==> src/rtl/tcam_lookup_engine_if.sv <==
// -----------------------------------------------------------------------------
// tcam_lookup_engine_if
//
// Purpose: groups the command and response handshakes of the TCAM lookup
// engine into one bundle.
//
// Parameters: KEY_W (key/mask width), RES_W (result width), ADDR_W (entry
// index width; must equal the engine's $clog2(DEPTH)).
//
// Signals:
//   cmd_valid/cmd_ready   command handshake (master -> engine)
//   cmd_op/addr/key/mask/result  command payload
//   rsp_valid/rsp_ready   response handshake (engine -> master)
//   rsp_op/err/hit/multi/index/key/mask/result/entry_valid  response payload
//
// Modports: master = command source / response sink, slave = engine.
// -----------------------------------------------------------------------------
interface tcam_lookup_engine_if #(
    parameter int KEY_W  = 8,
    parameter int RES_W  = 4,
    parameter int ADDR_W = 4
);
    logic              cmd_valid;
    logic              cmd_ready;
    logic [2:0]        cmd_op;
    logic [ADDR_W-1:0] cmd_addr;
    logic [KEY_W-1:0]  cmd_key;
    logic [KEY_W-1:0]  cmd_mask;
    logic [RES_W-1:0]  cmd_result;

    logic              rsp_valid;
    logic              rsp_ready;
    logic [2:0]        rsp_op;
    logic              rsp_err;
    logic              rsp_hit;
    logic              rsp_multi;
    logic [ADDR_W-1:0] rsp_index;
    logic [KEY_W-1:0]  rsp_key;
    logic [KEY_W-1:0]  rsp_mask;
    logic [RES_W-1:0]  rsp_result;
    logic              rsp_entry_valid;

    modport master (
        output cmd_valid, cmd_op, cmd_addr, cmd_key, cmd_mask, cmd_result,
        input  cmd_ready,
        input  rsp_valid, rsp_op, rsp_err, rsp_hit, rsp_multi, rsp_index,
               rsp_key, rsp_mask, rsp_result, rsp_entry_valid,
        output rsp_ready
    );

    modport slave (
        input  cmd_valid, cmd_op, cmd_addr, cmd_key, cmd_mask, cmd_result,
        output cmd_ready,
        output rsp_valid, rsp_op, rsp_err, rsp_hit, rsp_multi, rsp_index,
               rsp_key, rsp_mask, rsp_result, rsp_entry_valid,
        input  rsp_ready
    );
endinterface

==> src/rtl/tcam_lookup_engine.sv <==
// -----------------------------------------------------------------------------
// tcam_lookup_engine
//
// Purpose: parametrised ternary-CAM lookup engine. Each entry holds a key, a
// care mask and an associated result (destination ID). Commands arrive on a
// valid/ready handshake, run through a three-state FSM (IDLE, EXEC, RESP) and
// produce exactly one response, held until the consumer accepts it.
// COMPARE priority-encodes all matching entries (lowest index wins) and
// reports multi-hits.
//
// Parameters: KEY_W, RES_W, DEPTH (>= 2, any value), ADDR_W (derived from
// DEPTH; leave at default).
//
// Ports:
//   clk          clock
//   rst          synchronous active-high reset
//   bus          tcam_lookup_engine_if.slave (command + response channels)
//   stat_hits    (TCAM_HIT_STATS_EN only) saturating COMPARE hit counter
//   stat_misses  (TCAM_HIT_STATS_EN only) saturating COMPARE miss counter
//
// Optional feature macro: TCAM_HIT_STATS_EN adds the two statistics counters;
// both clear on rst and on FLUSH.
// -----------------------------------------------------------------------------
module tcam_lookup_engine #(
    parameter int KEY_W  = 8,
    parameter int RES_W  = 4,
    parameter int DEPTH  = 16,
    parameter int ADDR_W = $clog2(DEPTH)
) (
    input  logic                 clk,
    input  logic                 rst,
    tcam_lookup_engine_if.slave  bus
`ifdef TCAM_HIT_STATS_EN
    ,
    output logic [15:0]          stat_hits,
    output logic [15:0]          stat_misses
`endif
);

    localparam logic [2:0] OP_NOP     = 3'b000;
    localparam logic [2:0] OP_WRITE   = 3'b001;
    localparam logic [2:0] OP_READ    = 3'b010;
    localparam logic [2:0] OP_FLUSH   = 3'b011;
    localparam logic [2:0] OP_COMPARE = 3'b100;
    localparam logic [2:0] OP_INVAL   = 3'b101;

    typedef enum logic [1:0] {
        ST_IDLE = 2'd0,
        ST_EXEC = 2'd1,
        ST_RESP = 2'd2
    } state_e;

    state_e state_q, state_d;

    // ---------------------------------------------------------------------
    // Latched command
    // ---------------------------------------------------------------------
    logic [2:0]        op_q;
    logic [ADDR_W-1:0] addr_q;
    logic [KEY_W-1:0]  key_q;
    logic [KEY_W-1:0]  mask_q;
    logic [RES_W-1:0]  result_q;

    logic cmd_accept;

    assign bus.cmd_ready = (state_q == ST_IDLE) && !rst;
    assign cmd_accept    = bus.cmd_valid && bus.cmd_ready;

    always_ff @(posedge clk) begin
        if (rst) begin
            op_q     <= OP_NOP;
            addr_q   <= '0;
            key_q    <= '0;
            mask_q   <= '0;
            result_q <= '0;
        end else if (cmd_accept) begin
            op_q     <= bus.cmd_op;
            addr_q   <= bus.cmd_addr;
            key_q    <= bus.cmd_key;
            mask_q   <= bus.cmd_mask;
            result_q <= bus.cmd_result;
        end
    end

    // ---------------------------------------------------------------------
    // Entry storage. Valid bits are reset; payload arrays are not, since a
    // never-written entry is never reported as a match.
    // ---------------------------------------------------------------------
    logic [KEY_W-1:0] key_mem  [DEPTH];
    logic [KEY_W-1:0] mask_mem [DEPTH];
    logic [RES_W-1:0] res_mem  [DEPTH];
    logic [DEPTH-1:0] valid_q, valid_d;

    // ---------------------------------------------------------------------
    // Command decode (meaningful only while in EXEC)
    // ---------------------------------------------------------------------
    logic op_legal;
    logic op_uses_addr;
    logic addr_oob;
    logic exec_err;
    logic in_exec;
    logic mem_wr_en;

    assign op_legal     = (op_q <= OP_INVAL);
    assign op_uses_addr = (op_q == OP_WRITE) || (op_q == OP_READ) || (op_q == OP_INVAL);
    assign addr_oob     = (32'(addr_q) >= DEPTH);
    assign exec_err     = !op_legal || (op_uses_addr && addr_oob);
    assign in_exec      = (state_q == ST_EXEC);
    // Writes commit on the EXEC->RESP edge; a reset landing on that edge
    // drops the command entirely.
    assign mem_wr_en    = in_exec && (op_q == OP_WRITE) && !exec_err && !rst;

    always_ff @(posedge clk) begin
        if (mem_wr_en) begin
            // Don't-care bits are stored as zero so READ returns a clean key.
            key_mem[addr_q]  <= key_q & mask_q;
            mask_mem[addr_q] <= mask_q;
            res_mem[addr_q]  <= result_q;
        end
    end

    // ---------------------------------------------------------------------
    // Parallel match: an entry matches when every bit that both the entry
    // mask and the search mask care about agrees with the search key.
    // ---------------------------------------------------------------------
    logic [DEPTH-1:0] match;

    generate
        for (genvar gi = 0; gi < DEPTH; gi++) begin : g_match
            assign match[gi] = valid_q[gi] &&
                (((key_q ^ key_mem[gi]) & mask_mem[gi] & mask_q) == '0);
        end
    endgenerate

    // Priority encoder: the first match sets hit/index, any further match
    // marks the lookup as a multi-hit.
    logic              cmp_hit;
    logic              cmp_multi;
    logic [ADDR_W-1:0] cmp_idx;

    always_comb begin
        cmp_hit   = 1'b0;
        cmp_multi = 1'b0;
        cmp_idx   = '0;
        for (int i = 0; i < DEPTH; i++) begin
            if (match[i]) begin
                if (cmp_hit) begin
                    cmp_multi = 1'b1;
                end else begin
                    cmp_hit = 1'b1;
                    cmp_idx = ADDR_W'(i);
                end
            end
        end
    end

    // ---------------------------------------------------------------------
    // Response registers
    // ---------------------------------------------------------------------
    logic [2:0]        rsp_op_q,     rsp_op_d;
    logic              rsp_err_q,    rsp_err_d;
    logic              rsp_hit_q,    rsp_hit_d;
    logic              rsp_multi_q,  rsp_multi_d;
    logic [ADDR_W-1:0] rsp_index_q,  rsp_index_d;
    logic [KEY_W-1:0]  rsp_key_q,    rsp_key_d;
    logic [KEY_W-1:0]  rsp_mask_q,   rsp_mask_d;
    logic [RES_W-1:0]  rsp_result_q, rsp_result_d;
    logic              rsp_ev_q,     rsp_ev_d;

    // ---------------------------------------------------------------------
    // FSM next-state, response capture and valid-bit updates
    // ---------------------------------------------------------------------
    always_comb begin
        state_d      = state_q;
        valid_d      = valid_q;
        rsp_op_d     = rsp_op_q;
        rsp_err_d    = rsp_err_q;
        rsp_hit_d    = rsp_hit_q;
        rsp_multi_d  = rsp_multi_q;
        rsp_index_d  = rsp_index_q;
        rsp_key_d    = rsp_key_q;
        rsp_mask_d   = rsp_mask_q;
        rsp_result_d = rsp_result_q;
        rsp_ev_d     = rsp_ev_q;

        unique case (state_q)
            ST_IDLE: begin
                if (cmd_accept) begin
                    state_d = ST_EXEC;
                end
            end

            ST_EXEC: begin
                state_d      = ST_RESP;
                // Every field not explicitly filled below reads as zero.
                rsp_op_d     = op_q;
                rsp_err_d    = exec_err;
                rsp_hit_d    = 1'b0;
                rsp_multi_d  = 1'b0;
                rsp_index_d  = '0;
                rsp_key_d    = '0;
                rsp_mask_d   = '0;
                rsp_result_d = '0;
                rsp_ev_d     = 1'b0;
                if (!exec_err) begin
                    case (op_q)
                        OP_WRITE: valid_d[addr_q] = 1'b1;
                        OP_INVAL: valid_d[addr_q] = 1'b0;
                        OP_FLUSH: valid_d         = '0;
                        OP_READ: begin
                            rsp_index_d  = addr_q;
                            rsp_key_d    = key_mem[addr_q];
                            rsp_mask_d   = mask_mem[addr_q];
                            rsp_result_d = res_mem[addr_q];
                            rsp_ev_d     = valid_q[addr_q];
                        end
                        OP_COMPARE: begin
                            rsp_hit_d    = cmp_hit;
                            rsp_multi_d  = cmp_multi;
                            rsp_index_d  = cmp_idx;
                            rsp_result_d = cmp_hit ? res_mem[cmp_idx] : '0;
                        end
                        default: ;  // NOP: all-zero response
                    endcase
                end
            end

            ST_RESP: begin
                if (bus.rsp_ready) begin
                    state_d = ST_IDLE;
                end
            end

            default: state_d = ST_IDLE;
        endcase
    end

    always_ff @(posedge clk) begin
        if (rst) begin
            state_q      <= ST_IDLE;
            valid_q      <= '0;
            rsp_op_q     <= '0;
            rsp_err_q    <= 1'b0;
            rsp_hit_q    <= 1'b0;
            rsp_multi_q  <= 1'b0;
            rsp_index_q  <= '0;
            rsp_key_q    <= '0;
            rsp_mask_q   <= '0;
            rsp_result_q <= '0;
            rsp_ev_q     <= 1'b0;
        end else begin
            state_q      <= state_d;
            valid_q      <= valid_d;
            rsp_op_q     <= rsp_op_d;
            rsp_err_q    <= rsp_err_d;
            rsp_hit_q    <= rsp_hit_d;
            rsp_multi_q  <= rsp_multi_d;
            rsp_index_q  <= rsp_index_d;
            rsp_key_q    <= rsp_key_d;
            rsp_mask_q   <= rsp_mask_d;
            rsp_result_q <= rsp_result_d;
            rsp_ev_q     <= rsp_ev_d;
        end
    end

    assign bus.rsp_valid       = (state_q == ST_RESP);
    assign bus.rsp_op          = rsp_op_q;
    assign bus.rsp_err         = rsp_err_q;
    assign bus.rsp_hit         = rsp_hit_q;
    assign bus.rsp_multi       = rsp_multi_q;
    assign bus.rsp_index       = rsp_index_q;
    assign bus.rsp_key         = rsp_key_q;
    assign bus.rsp_mask        = rsp_mask_q;
    assign bus.rsp_result      = rsp_result_q;
    assign bus.rsp_entry_valid = rsp_ev_q;

`ifdef TCAM_HIT_STATS_EN
    // ---------------------------------------------------------------------
    // Lookup statistics: every executed COMPARE bumps exactly one counter,
    // saturating at all-ones.
    // ---------------------------------------------------------------------
    logic [15:0] stat_hits_q,   stat_hits_d;
    logic [15:0] stat_misses_q, stat_misses_d;

    always_comb begin
        stat_hits_d   = stat_hits_q;
        stat_misses_d = stat_misses_q;
        if (in_exec && !exec_err) begin
            if (op_q == OP_FLUSH) begin
                stat_hits_d   = '0;
                stat_misses_d = '0;
            end else if (op_q == OP_COMPARE) begin
                if (cmp_hit) begin
                    if (stat_hits_q != 16'hFFFF) stat_hits_d = stat_hits_q + 16'd1;
                end else begin
                    if (stat_misses_q != 16'hFFFF) stat_misses_d = stat_misses_q + 16'd1;
                end
            end
        end
    end

    always_ff @(posedge clk) begin
        if (rst) begin
            stat_hits_q   <= '0;
            stat_misses_q <= '0;
        end else begin
            stat_hits_q   <= stat_hits_d;
            stat_misses_q <= stat_misses_d;
        end
    end

    assign stat_hits   = stat_hits_q;
    assign stat_misses = stat_misses_q;
`endif

endmodule

==> src/flat_wrapper.sv <==
// flat-port wrapper written by rule: the top's interface ports become plain ports
module tcam_lookup_engine_flat 
#(
    parameter int KEY_W  = 8,
    parameter int RES_W  = 4,
    parameter int DEPTH  = 16,
    parameter int ADDR_W = $clog2(DEPTH)
)
  (clk, rst, bus_cmd_valid, bus_cmd_op, bus_cmd_addr, bus_cmd_key, bus_cmd_mask, bus_cmd_result, bus_cmd_ready, bus_rsp_valid, bus_rsp_op, bus_rsp_err, bus_rsp_hit, bus_rsp_multi, bus_rsp_index, bus_rsp_key, bus_rsp_mask, bus_rsp_result, bus_rsp_entry_valid, bus_rsp_ready);
  tcam_lookup_engine_if #(.KEY_W(KEY_W), .RES_W(RES_W), .ADDR_W(ADDR_W)) bus_i ();
  input  logic clk;
  input  logic rst;
  input wire logic [$bits(bus_i.cmd_valid)-1:0] bus_cmd_valid;
  input wire logic [$bits(bus_i.cmd_op)-1:0] bus_cmd_op;
  input wire logic [$bits(bus_i.cmd_addr)-1:0] bus_cmd_addr;
  input wire logic [$bits(bus_i.cmd_key)-1:0] bus_cmd_key;
  input wire logic [$bits(bus_i.cmd_mask)-1:0] bus_cmd_mask;
  input wire logic [$bits(bus_i.cmd_result)-1:0] bus_cmd_result;
  output wire logic [$bits(bus_i.cmd_ready)-1:0] bus_cmd_ready;
  output wire logic [$bits(bus_i.rsp_valid)-1:0] bus_rsp_valid;
  output wire logic [$bits(bus_i.rsp_op)-1:0] bus_rsp_op;
  output wire logic [$bits(bus_i.rsp_err)-1:0] bus_rsp_err;
  output wire logic [$bits(bus_i.rsp_hit)-1:0] bus_rsp_hit;
  output wire logic [$bits(bus_i.rsp_multi)-1:0] bus_rsp_multi;
  output wire logic [$bits(bus_i.rsp_index)-1:0] bus_rsp_index;
  output wire logic [$bits(bus_i.rsp_key)-1:0] bus_rsp_key;
  output wire logic [$bits(bus_i.rsp_mask)-1:0] bus_rsp_mask;
  output wire logic [$bits(bus_i.rsp_result)-1:0] bus_rsp_result;
  output wire logic [$bits(bus_i.rsp_entry_valid)-1:0] bus_rsp_entry_valid;
  input wire logic [$bits(bus_i.rsp_ready)-1:0] bus_rsp_ready;
  assign bus_i.cmd_valid = bus_cmd_valid;
  assign bus_i.cmd_op = bus_cmd_op;
  assign bus_i.cmd_addr = bus_cmd_addr;
  assign bus_i.cmd_key = bus_cmd_key;
  assign bus_i.cmd_mask = bus_cmd_mask;
  assign bus_i.cmd_result = bus_cmd_result;
  assign bus_cmd_ready = bus_i.cmd_ready;
  assign bus_rsp_valid = bus_i.rsp_valid;
  assign bus_rsp_op = bus_i.rsp_op;
  assign bus_rsp_err = bus_i.rsp_err;
  assign bus_rsp_hit = bus_i.rsp_hit;
  assign bus_rsp_multi = bus_i.rsp_multi;
  assign bus_rsp_index = bus_i.rsp_index;
  assign bus_rsp_key = bus_i.rsp_key;
  assign bus_rsp_mask = bus_i.rsp_mask;
  assign bus_rsp_result = bus_i.rsp_result;
  assign bus_rsp_entry_valid = bus_i.rsp_entry_valid;
  assign bus_i.rsp_ready = bus_rsp_ready;
  tcam_lookup_engine #(.KEY_W(KEY_W), .RES_W(RES_W), .DEPTH(DEPTH), .ADDR_W(ADDR_W)) u_core (.clk(clk), .rst(rst), .bus(bus_i));
endmodule
==> config.mk <==
export PLATFORM = sky130hd
export DESIGN_NAME = tcam_lookup_engine_flat
export DESIGN_NICKNAME = d
export VERILOG_FILES = /design/src/rtl/tcam_lookup_engine_if.sv /design/src/rtl/tcam_lookup_engine.sv /design/src/flat_wrapper.sv
export SDC_FILE = /design/constraint.sdc
export NUM_CORES = 1
export LEC_CHECK = 0
export CORE_MARGIN = 10
export CORE_UTILIZATION = 45
export DETAILED_ROUTE_END_ITERATION = 7
export PLACE_DENSITY_LB_ADDON = 0.05
export SYNTH_ARGS = -nofsm -noshare
export SYNTH_HDL_FRONTEND = slang
export SYNTH_SLANG_ARGS = --single-unit
==> constraint.sdc <==
create_clock -name clk -period 8.5 [get_ports clk]
set_input_delay 1.275 -clock clk [delete_from_list [all_inputs] [get_ports clk]]
set_output_delay 1.275 -clock clk [all_outputs]
set_load 0.1 [all_outputs]
======== After elaboration in Yosys (flattened, before gate mapping) ========
Memory sizes are Yosys's and may differ from the RTL's. A register that Yosys moved wholly into a read port is not among the register bits.
Cells that the tools add are included.
cells by class
  eq/ne operators ......................... 9
  reductions and logical operators ........ 44
  bitwise logic cells ..................... 52
  mux-type cells .......................... 107
  $lt $le $gt $ge ......................... 3
operators by type and width
  operator            count
  $and 8x8->8         33
  $mux 4              38
  $logic_not 8->1     16
  $xor 8x8->8         16
  $mux 1              57
  $pmux 16 s3         1
  $mux 8              4
  $logic_and 1x1->1   22
  $and 16x16->16      1
  $not 16->16         1
  $or 16x16->16       1
  $pmux 4 s2          2
  $eq 3x2->1 const B  2
  $eq 3x3->1 const B  2
  $pmux 2 s3          1
  $lt 4x5->1 const B  1
  $bmux 1 s4          1
  $demux 1 s4         1
  $ge 4x1->1 const B  1
  $mux 2              2
  $ne 2x1->1 const B  2
  $eq 3x1->1 const B  1
  $le 3x3->1 const B  1
  $reduce_and 3->1    1
  6 further kinds     7
storage, ports and cells
  logic and storage cells ................. 234
  RAM bits ................................ 320
  output and inout port bits .............. 33
  input port bits ......................... 31
  memories ................................ 3
  flip-flop bits (word level) ............. 76
memory list
  memory           words  bits a word  read ports  clocked after Yosys merged registers in  wr ports  RTL line                  RTL
  u_core.key_mem   16     8            17          1                                        1         tcam_lookup_engine.sv:89  logic [KEY_W-1:0] key_mem [DEPTH];
  u_core.mask_mem  16     8            17          1                                        1         tcam_lookup_engine.sv:90  logic [KEY_W-1:0] mask_mem [DEPTH];
  u_core.res_mem   16     4            2           1                                        1         tcam_lookup_engine.sv:91  logic [RES_W-1:0] res_mem [DEPTH];

======== Longest topological paths before layout ========
Gate-level depths: netlist of the first run.
An unclocked memory read counts as a cell.
  depth after elaboration ................. 41
  gate-level depth with buffers ........... 16

======== Least setup slack after synthesis of the first run ========
OpenSTA, ideal clock, no wires.
  path type ............................... input to output
  start ................................... in rst
  end ..................................... out bus_cmd_ready
  stages on the path ...................... 1
  data required time ...................... 7.225 ns
  arrival ................................. 3.333 ns
  setup slack ............................. 3.892 ns
  cell sequence ........................... nor3_1
on the way
  cells in the longest elaborated chain, start to end .. 2
RTL lines
  item               RTL line                  RTL
  start, declared    flat_wrapper.sv:12        input logic rst;
  $logic_not 1->1    tcam_lookup_engine.sv:66  assign bus.cmd_ready = (state_q == ST_IDLE) && !rst;
  $logic_and 1x1->1  tcam_lookup_engine.sv:66
  end, declared      flat_wrapper.sv:19        output wire logic [$bits(bus_i.cmd_ready)-1:0] bus_cmd_ready;
Every way passes these cells.

======== Final worst setup path of the first run ========
  start ................................... reg u_core.state_q[0]
  end ..................................... mem u_core.key_mem[5][5] (enable)
on the way
  cells in the longest elaborated chain, start to end .. 6
RTL lines
  item                             RTL line                   RTL
  start, declared                  tcam_lookup_engine.sv:53   state_e state_q, state_d;
  start signal, assigned           tcam_lookup_engine.sv:252  state_q <= state_d;
  $eq 2x1->1                       tcam_lookup_engine.sv:108  assign in_exec = (state_q == ST_EXEC);
  $logic_and 1x1->1 (3 in series)  tcam_lookup_engine.sv:111  assign mem_wr_en = in_exec && (op_q == OP_WRITE) && !exec_err && !rst;
  $mux 1                           tcam_lookup_engine.sv:114  if (mem_wr_en) begin
  $mux 1 (implied by the code)     tcam_lookup_engine.sv:116  key_mem[addr_q] <= key_q & mask_q;
  end, declared                    tcam_lookup_engine.sv:89
Every way passes these cells.

==> metrics.md, run 1 <==
| Metric | Value |
|---|---|
| Cell accounting for the most synthesized area | `edfxtp_1` |
| Worst Path Arrival | `5.27 ns` |
| Flop2flop setup slack | `3.48 ns` |
| Final Hold Fails | `0` |
| H-tree depth | `2` |
| Crit-path cells | `nor2b_1, nand2_1, nor3_2, nand2b_1, nor3_2, buf_4` |
| Port bufs | `63` |
| Largest net degree at the start of global routing | `56` |
| Sw Ratio | `0.232` |
| Clk_lat worst skew | `0.57 ns` |
| Nets | `1396` |
| First-pass GRT wire length | `82.9 mm` |
| Max Freq | `0.199 GHz` |
| Synthesized area per cell | `14.3 µm²` |
| CP dominant cell by count | `nor3_2` |
| Count of final max-slew check failures | `0` |
| Pint | `3.41 mW` |
| Syn Nets | `1337` |
| VDD IR-drop max | `128 µV` |
| Largest cells by area after synthesis | `edfxtp_1 (51%), mux4_2 (13%), dfxtp_1 (8.6%)` |
| Critical path buffers and inverters | `1` |
| Yosys cell types | `64` |
| Starting Density | `0.457` |
| Top_reg_cell synth | `edfxtp_1` |
| Diode count | `0` |
| Crit path largest cell delay | `1.23 ns` |
| Logic gate share of total power | `0.068` |
| Top-area cell type share of the netlist area | `0.514` |
| Routed wire length | `56.4 mm` |
| Worst hold path class | `flop to flop` |
| Total negative slack | `0 ns` |
| Die W | `224 µm` |
| Gr usage total | `0.224` |
| Hold_sp | `u_core.bus.rsp_op[1]` |
| Clock skew | `0.0104 ns` |
| Reg-to-reg endpoint | `u_core.key_mem[5][5]` |
| Critical Path Sink Type | `flop` |
| NetSw | `1.03 mW` |
| Share of cells above drive strength 1 | `0.191` |
| CTS Sinks | `400` |
| Root buf cell | `clkbuf_16` |
| Most common cell after layout, fill and taps aside | `edfxtp_1` |
| Yosys warning count | `0` |
| Fin area | `21300 µm²` |
| RSZ-0062 raised after global routing | `false` |
| Overall power | `4.43 mW` |
| Post_cts resized | `0` |
| Pwr/cell area | `208 nW/µm²` |
| CTS tree | `yes` |
| Drt drc | `0` |
| CP Launch Type | `flop` |
| Area grow syn2layout | `14.2%` |
| Worst r2r path cells | `6` |
| Hold Path End | `u_core.bus.rsp_op[1]` |
| Non-Filler Instances | `1933` |
| Area occupied by multi-input gates | `7060 µm²` |
| Most frequent cells in the layout | `edfxtp_1 (320), mux4_2 (106), xor2_1 (91)` |
| Clock Path Buffers | `3` |
| Max_cap viols | `0` |
| Grt total ovfl | `0` |
| Antenna-violating nets left | `0` |
| Placement Cell Area | `19900 µm²` |
| Critical path's slowest cell | `nor3_2` |
| Cell area after synthesis | `18700 µm²` |
| Chip height | `224 µm` |
| Placer Congestion | `0.871` |
| Asr flop ratio synth | `0` |
| Syn Inst Count | `1306` |
| Core area | `40900 µm²` |
| Vias in the first global route | `11925` |
| Via count | `11747` |
| WHS Path Cells | `2` |
| Sequential-to-total area share from yosys stat | `0.600` |
| Vias per cell | `6.08` |
| Tmin final | `5.02 ns` |
| Detailed Place HPWL | `37.4 mm` |
| Required @ worst endpoint | `8.75 ns` |
| Cell family with most CP delay | `simple AND/OR/NAND/NOR gates` |
| # Post-CTS Setup Buffers | `0` |
| Critical path peak fanout | `17` |
| Initial antenna violation count | `0` |
| DR WL/cell | `29.2 µm` |
| CTS Buf Count | `45` |
| Fillers | `3443` |
| WHS | `0.452 ns` |
| First drt pass iteration count | `5` |
| I/O pin cnt | `64` |
| Slew @ Worst Pin | `1.30 ns` |
| Rel. slew slack | `0.128` |
| Rows | `74` |
| Lkg Pwr | `7.41 nW` |
| Final period util | `0.591` |
| Outcome | `finished clean` |
| DIE AREA | `50100 µm²` |
| Sequential share of power | `0.492` |
| DRT iter0 DRCs | `1157` |
| Critical R2R Launch | `u_core.state_q[0]` |
| Number of flops mapped to enable cells by yosys | `320` |
| Clock Power Share | `0.440` |
| Reg clk slew, reported paths | `0.06 ns` |
| Worst Path Class, Setup | `flop to flop` |
| Final setup viols | `0` |
| Dpl cells | `1850` |
| # hold bufs at CTS | `0` |
| Sequential Area | `11200 µm²` |
| Synth Register Bits | `400` |
==> how the worst max path moves through the flow <==
stage	slack (ns)	cells after the start	start	endpoint
6_report	3.48	6	u_core.state_q[0]	u_core.key_mem[5][5]
5_1_grt	3.28	6	u_core.state_q[0]	u_core.key_mem[5][7]
4_1_cts	3.57	6	u_core.state_q[0]	u_core.key_mem[5][7]
3_5_place_dp	3.57	6	u_core.state_q[0]	u_core.key_mem[5][2]
3_3_place_gp	3.63	6	u_core.state_q[0]	u_core.key_mem[5][2]
2_1_floorplan	3.89	1	rst	bus_cmd_ready
==> metal layers <==
metal	vias up	track usage	routed length, µm	share of wire
li1	5156	-	-	-
met1	6089	0.302	24600	0.44
met2	413	0.360	26600	0.47
met3	89	0.0396	3560	0.063
met4	0	0.0761	1640	0.029
met5	-	0	0	0
==> layout make-up <==
cell class	instances	area share
tap	532	0.0312
timing repair buffer	98	0.0416
sequential	400	0.526
inverter	8	0.00141
clock inverter	30	0.0119
multi-input combinational	812	0.331
clock buffer	53	0.0576
==> power groups by stage <==
stage | combinational (mW) | clock, mW | sequential (mW)
2_1_floorplan | 0.232 | 0 | 2.19
3_3_place_gp | 0.302 | 0 | 2.22
3_5_place_dp | 0.301 | 0 | 2.22
4_1_cts | 0.302 | 1.98 | 2.18
5_1_grt | 0.321 | 2.06 | 2.19
6_report | 0.300 | 1.95 | 2.18
==> cell usage after synthesis (all sizes together), types with 4 or more instances <==
library cell,number
edfxtp,320
mux4,109
xor2,91
nand2,88
nand3,88
dfxtp,80
nor2,70
o21ai,58
clkbuf,44
a22oi,43
buf,42
xnor2,37
nor3,36
nand2b,29
mux2i,27
and2,17
o22ai,16
a21oi,14
nand4,14
nor2b,13
inv,8
a31oi,6
nor4,6
o211ai,6
a311oi,5
mux2,4
o31ai,4
==> sequential cells by signal (all words and copies together), names as in the netlist, 2 cells and up, named ones only <==
register	cells
u_core.addr_q	4
u_core.bus.rsp_index	4
u_core.bus.rsp_key	8
u_core.bus.rsp_mask	8
u_core.bus.rsp_op	3
u_core.bus.rsp_result	4
u_core.key_mem	128
u_core.key_q	8
u_core.mask_mem	128
u_core.mask_q	8
u_core.op_q	3
u_core.res_mem	64
u_core.result_q	4
u_core.state_q	2
u_core.valid_q	16
==> worst register-to-register path, delay by kind of cell (launching register included) <==
| family | cells | cell delay [ns] |
|---|---|---|
| and+or+nand+nor | 5 | 3.91 |
| buffers and inverters | 1 | 0.42 |
| DFF | 1 | 0.37 |
==> through the flow <==
step	worst slack (ns)	util
after floorplan	3.89	-
after global placement	3.63	0.485
after detailed placement	3.57	0.485
after CTS	3.57	0.522
after global routing	3.28	0.522
final	3.48	0.522
==> cells by family after synthesis <==
logic type               Yosys count  share of synthesized area
AND/OR/NAND/NOR                  369                     0.0997
adder cells (fa/ha/maj)            3                    0.00161
flip-flops                       400                      0.600
buffers and inverters             94                     0.0270
AO/OA/AOI/OAI                    172                     0.0635
multiplexers                     140                      0.149
XOR/XNOR                         128                     0.0600
(Power assumes the default switching activity.)
==> run 2, diff against run 1 <==
clock period = 4.9 ns   (was 8.5 ns; I/O delays follow)
==> metrics.md, run 2 (synthesis results as in run 1) <==
| Metric | Value |
|---|---|
| Outcome | `finished clean` |
| Die W | `224 µm (unchanged)` |
| Nets | `1424 (+2.0%)` |
| Worst Path Class, Setup | `flop to flop` |
| Cell family with most CP delay | `compound AO/OA/AOI/OAI gates` |
| Vias per cell | `6.07 (-0.19%)` |
| Root buf cell | `clkbuf_16` |
| CP Launch Type | `flop` |
| Rows | `74 (unchanged)` |
| CTS tree | `yes` |
| VDD IR-drop max | `230 µV (+80%)` |
| Slew @ Worst Pin | `1.25 ns (-0.0548 ns)` |
| Clock skew | `0.0189 ns (+0.00850 ns)` |
| First-pass GRT wire length | `83.5 mm (+0.67%)` |
| DIE AREA | `50100 µm² (unchanged)` |
| Dpl cells | `1879 (+1.6%)` |
| Max_cap viols | `0 (unchanged)` |
| Critical path peak fanout | `22 (+5)` |
| Placement Setup Slack | `0.757 ns (-2.82 ns)` |
| Post_cts resized | `0 (unchanged)` |
| Detailed Place HPWL | `38.7 mm (+3.5%)` |
| Rel. slew slack | `0.168 (+0.0401)` |
| Critical path buffers and inverters | `1 (unchanged)` |
| Most common cell after layout, fill and taps aside | `edfxtp_1` |
| Placer Congestion | `0.886 (+1.7%)` |
| I/O pin cnt | `64 (unchanged)` |
| Final period util | `0.854 (+0.264)` |
| Share of cells above drive strength 1 | `0.201 (+0.00927)` |
| Port bufs | `63 (unchanged)` |
| Overall power | `7.62 mW (+72%)` |
| Antenna-violating nets left | `0 (unchanged)` |
| Final setup viols | `0 (unchanged)` |
| Grt total ovfl | `0 (unchanged)` |
| H-tree depth | `2 (unchanged)` |
| Clk_lat worst skew | `0.57 ns (about the same)` |
| Largest net degree at the start of global routing | `43 (-23%)` |
| Required @ worst endpoint | `5.34 ns (-3.41 ns)` |
| Crit path largest cell delay | `0.70 ns (-0.53 ns)` |
| Count of final max-slew check failures | `0 (unchanged)` |
| Worst Path Arrival | `4.63 ns (-0.64 ns)` |
| RSZ-0062 raised after global routing | `false` |
| Drt drc | `0 (unchanged)` |
| Tmin final | `4.19 ns (-0.834 ns)` |
| Total negative slack | `0 ns (unchanged)` |
| Biggest regs | `u_core.key_mem (128), u_core.mask_mem (128), u_core.res_mem (64)` |
| Vias in the first global route | `11884 (-0.34%)` |
| Most frequent cells in the layout | `edfxtp_1 (320), mux4_2 (106), xor2_1 (91)` |
| CTS Buf Count | `44 (-2.2%)` |
| DRT iter0 DRCs | `1372 (+19%)` |
| Worst setup margin | `0.714 ns (-2.77 ns)` |
| Routed wire length | `57.9 mm (+2.6%)` |
| # Post-CTS Setup Buffers | `0 (unchanged)` |
| Final Hold Fails | `0 (unchanged)` |
| Core area | `40900 µm² (unchanged)` |
| First drt pass iteration count | `6 (+1)` |
| Util after Layout | `0.526 (+0.00486)` |
| Crit-path cells | `xor2_1, a31oi_1, nand4_1, a311oi_2, nor4_2, nand2_4, nor2_2, a311oi_4, buf_4, mux2_2, nor3_2, o32ai_1, a2111o_1` |
| CTS Sinks | `400 (unchanged)` |
| Starting Density | `0.457 (unchanged)` |
| Reg clk slew, reported paths | `0.06 ns (about the same)` |
| Lkg Pwr | `7.53 nW (+1.6%)` |
| Non-Filler Instances | `1960 (+1.4%)` |
| Via count | `11889 (+1.2%)` |
| Worst hold path class | `flop to flop` |
| Critical Path Sink Type | `flop` |
| Critical path's slowest cell | `dfxtp_1` |
| Clock Path Buffers | `3 (unchanged)` |
| Pwr/cell area | `354 nW/µm² (+70%)` |
| DR WL/cell | `29.6 µm (+1.2%)` |
| Chip height | `224 µm (unchanged)` |
| Gr usage total | `0.228 (+0.00362)` |
| # hold bufs at CTS | `0 (unchanged)` |
| Area grow syn2layout | `15.2%` |
| Initial antenna violation count | `4 (+4)` |
| Max Freq | `0.239 GHz (+20%)` |
## run 2: cell count changes in the layout (fill, tap and decap cells not counted), moves of 2 or more
cell,previous run,this run
diode_2,0,2
clkbuf_16,47,45
buf_12,0,3
clkbuf_8,3,7
buf_4,35,61
clkinv_2,15,4
clkbuf_1,3,9
## run 2: final cells by class
type | instances | area (µm²)
Antenna cell | 2 | 5.00
Clock buffer | 61 | 1260
Clock inverter | 18 | 165
Fill cell | 3481 | 19400
Inverter | 8 | 30.0
Multi-Input combinational cell | 812 | 7060
Sequential cell | 400 | 11200
Tap cell | 532 | 666
Timing Repair Buffer | 127 | 1140
## run 2: worst paths after layout
check	startpoint	endpoint	slack, ns	depth (start not counted)
max	u_core.key_q[6]	u_core.bus.rsp_result[0]	0.71	13
min	u_core.bus.rsp_err	u_core.bus.rsp_err	0.45	2
max reg2reg	u_core.key_q[6]	u_core.bus.rsp_result[0]	0.71	13
min reg2reg	u_core.bus.rsp_err	u_core.bus.rsp_err	0.45	2
## run 2: metal layers
metal  global-route usage  vias to the layer above  wire (µm)
met4               0.0839                        2       1970
met5                    0                        -         12
met3               0.0504                      103       4700
li1                     -                     5212          -
met1                0.307                     6074      24400
met2                0.355                      498      26800
## run 2: where the power goes
part	switching, mW	internal [mW]
Clock	1.35	1.94
Combinational	0.292	0.237
Sequential	0.108	3.69
## run 2: through the flow
stage / hold WS [ns] / area (µm²)
floorplan: 0.476 / 18700
global placement: 0.443 / 20100
detailed placement: 0.444 / 20100
CTS: 0.452 / 21500
global route: 0.486 / 21500
finish: 0.451 / 21500
## run 2: worst reg2reg max path: stages (launching register included)
cell and delay (ns):
dfxtp_1 0.70, xor2_1 0.15, a31oi_1 0.41, nand4_1 0.22
a311oi_2 0.50, nor4_2 0.14, nand2_4 0.15, nor2_2 0.08
a311oi_4 0.26, buf_4 0.38, mux2_2 0.40, nor3_2 0.14
o32ai_1 0.11, a2111o_1 0.40
==> run 3, diff against run 2 <==
MAX_ROUTING_LAYER = met4   (was default)
SKIP_LAST_GASP = 1   (was default)
==> metrics.md, run 3 (synthesis results as in run 1) <==
| Metric | Value |
|---|---|
| I/O pin cnt | `64 (unchanged)` |
| Placement Cell Area | `20100 µm² (-0.15%)` |
| Critical R2R Launch | `u_core.key_q[6]` |
| Vias per cell | `6.04 (-0.50%)` |
| Diode count | `0 (-2)` |
| DR WL/cell | `29.2 µm (-1.2%)` |
| Max Freq | `0.241 GHz (+0.94%)` |
| Crit path largest cell delay | `0.55 ns (-0.15 ns)` |
| DRT iter0 DRCs | `1344 (-2.0%)` |
| CTS tree | `yes` |
| Core area | `40900 µm² (unchanged)` |
| Rows | `74 (unchanged)` |
| Sw Ratio | `0.231 (+0.000443)` |
| DIE AREA | `50100 µm² (unchanged)` |
| # Post-CTS Setup Buffers | `0 (unchanged)` |
| Critical Path Sink Type | `flop` |
| Vias in the first global route | `12006 (+1.0%)` |
| Count of final max-slew check failures | `0 (unchanged)` |
| Initial antenna violation count | `1 (-3)` |
| # hold bufs at CTS | `0 (unchanged)` |
| Util after Layout | `0.527 (about the same)` |
| Clock Power Share | `0.439 (+0.007)` |
| CP Launch Type | `flop` |
| Fin area | `21600 µm² (about the same)` |
| Final Hold Fails | `0 (unchanged)` |
| Clk_lat worst skew | `0.57 ns (about the same)` |
| Final period util | `0.846 (-0.00793)` |
| CTS Buf Count | `45 (+2.3%)` |
| Critical path peak fanout | `15 (-32%)` |
| Port bufs | `63 (unchanged)` |
| Root buf cell | `clkbuf_16` |
| Detailed Place HPWL | `38.4 mm (-0.96%)` |
| Clock skew | `0.0160 ns (-0.00291 ns)` |
| Routed wire length | `57.2 mm (-1.3%)` |
| Antenna-violating nets left | `0 (unchanged)` |
| Biggest regs | `u_core.key_mem (128), u_core.mask_mem (128), u_core.res_mem (64)` |
| Gr usage total | `0.233 (+0.00490)` |
| NetSw | `1.78 mW (+1.3%)` |
| Critical path buffers and inverters | `3 (+2)` |
| Clock Path Buffers | `3 (unchanged)` |
| Non-Filler Instances | `1958 (-0.10%)` |
| Worst Path Arrival | `4.60 ns (-0.03 ns)` |
| Crit path from | `u_core.key_q[6]` |
| First-pass GRT wire length | `82.8 mm (-0.80%)` |
| Lkg Pwr | `7.53 nW (about the same)` |
| Pint | `5.93 mW (+1.0%)` |
| Reg clk slew, reported paths | `0.06 ns (about the same)` |
| Pwr/cell area | `357 nW/µm² (+1.0%)` |
| Drt drc | `0 (unchanged)` |
| Area grow syn2layout | `15.3% (about the same)` |
| Nets | `1421 (-0.21%)` |
| Hold_sp | `u_core.bus.rsp_err` |
| Placer Congestion | `0.903 (+2.0%)` |
| Critical path's slowest cell | `dfxtp_1` |
| Worst Path Class, Setup | `flop to flop` |
| Share of cells above drive strength 1 | `0.204 (+0.00351)` |
| Final setup viols | `0 (unchanged)` |
| Slew @ Worst Pin | `1.19 ns (-0.0582 ns)` |
| Tmin final | `4.15 ns (-0.0389 ns)` |
| Grt total ovfl | `0 (unchanged)` |
| Required @ worst endpoint | `5.35 ns (about the same)` |
| VDD IR-drop max | `209 µV (-8.9%)` |
| RSZ-0062 raised after global routing | `false` |
| Sequential share of power | `0.492 (-0.006)` |
| Starting Density | `0.457 (unchanged)` |
| Worst hold path class | `flop to flop` |
| Total negative slack | `0 ns (unchanged)` |
| Rel. slew slack | `0.207 (+0.0388)` |
| Die W | `224 µm (unchanged)` |
| Chip height | `224 µm (unchanged)` |
| Largest net degree at the start of global routing | `48 (+12%)` |
| Dpl cells | `1875 (-0.21%)` |
| CTS Sinks | `400 (unchanged)` |
| Cell family with most CP delay | `compound AO/OA/AOI/OAI gates` |
| Max_cap viols | `0 (unchanged)` |
| Outcome | `finished clean` |
| Post_cts resized | `0 (unchanged)` |
| Crit-path cells | `buf_4, xor2_1, a31oi_1, nand4_1, a311oi_2, nor4_2, nand2_4, nor2_2, a311oi_4, buf_4, buf_4, mux2i_1, a22o_1, o32ai_1, a2111o_1` |
| First drt pass iteration count | `5 (-1)` |
| Most common cell after layout, fill and taps aside | `edfxtp_1` |
| Logic gate share of total power | `0.069 (about the same)` |
| CP dominant cell by count | `buf_4` |
| Most frequent cells in the layout | `edfxtp_1 (320), mux4_2 (106), xor2_1 (91)` |
| H-tree depth | `2 (unchanged)` |
| Fillers | `3446 (-1.0%)` |
| Via count | `11817 (-0.61%)` |
## run 3: changes by cell type in the layout (fill, tap and decap cells not counted), sizes merged
cell and change:
clkbuf -5, diode -2, clkinvlp +2, clkinv +5, bufinv +2, buf -4
## run 3: stage by stage
step / hold slack (ns) / worst slack, ns / total power [mW]
4_1_cts: 0.456 / 0.784 / 7.77
2_1_floorplan: 0.476 / 1.01 / 4.21
3_5_place_dp: 0.449 / 0.817 / 4.40
6_report: 0.455 / 0.753 / 7.71
5_1_grt: 0.490 / 0.472 / 7.96
3_3_place_gp: 0.439 / 0.885 / 4.40
## run 3: worst paths after layout
path	endpoint	depth (start not counted)	slack [ns]
max	u_core.bus.rsp_result[0]	15	0.75
max reg2reg	u_core.bus.rsp_result[0]	15	0.75
min	u_core.bus.rsp_err	2	0.46
min reg2reg	u_core.bus.rsp_err	2	0.46
## run 3: cell type report
cell class	count	area [µm²]	area share
clock buffers	56	1200	0.0555
clock inverters	27	278	0.0129
inverters	8	30.0	0.00139
multi-input cells	812	7060	0.327
flip-flops and latches	400	11200	0.520
well taps	532	666	0.0309
repair buffers	123	1110	0.0516
## run 3: power by group through the flow
stage	clock network, mW	registers [mW]	logic [mW]
final	3.38	3.79	0.531
after global routing	3.59	3.80	0.565
after CTS	3.44	3.79	0.534
after detailed placement	0	3.87	0.532
after global placement	0	3.87	0.534
after floorplan	0	3.81	0.402
## run 3: worst min-delay path, cell delays in order (launching register included)
cell     delay [ns]
dfxtp_1        0.31
nand2_1        0.05
a21oi_1        0.05
## run 3: routing by layer
metal / part of all wire / vias to the layer above / GRT usage
li1: - / 5212 / -
met1: 0.43 / 6033 / 0.305
met2: 0.46 / 474 / 0.353
met3: 0.069 / 98 / 0.0426
met4: 0.038 / 0 / 0.0935
met5: 0 / - / -
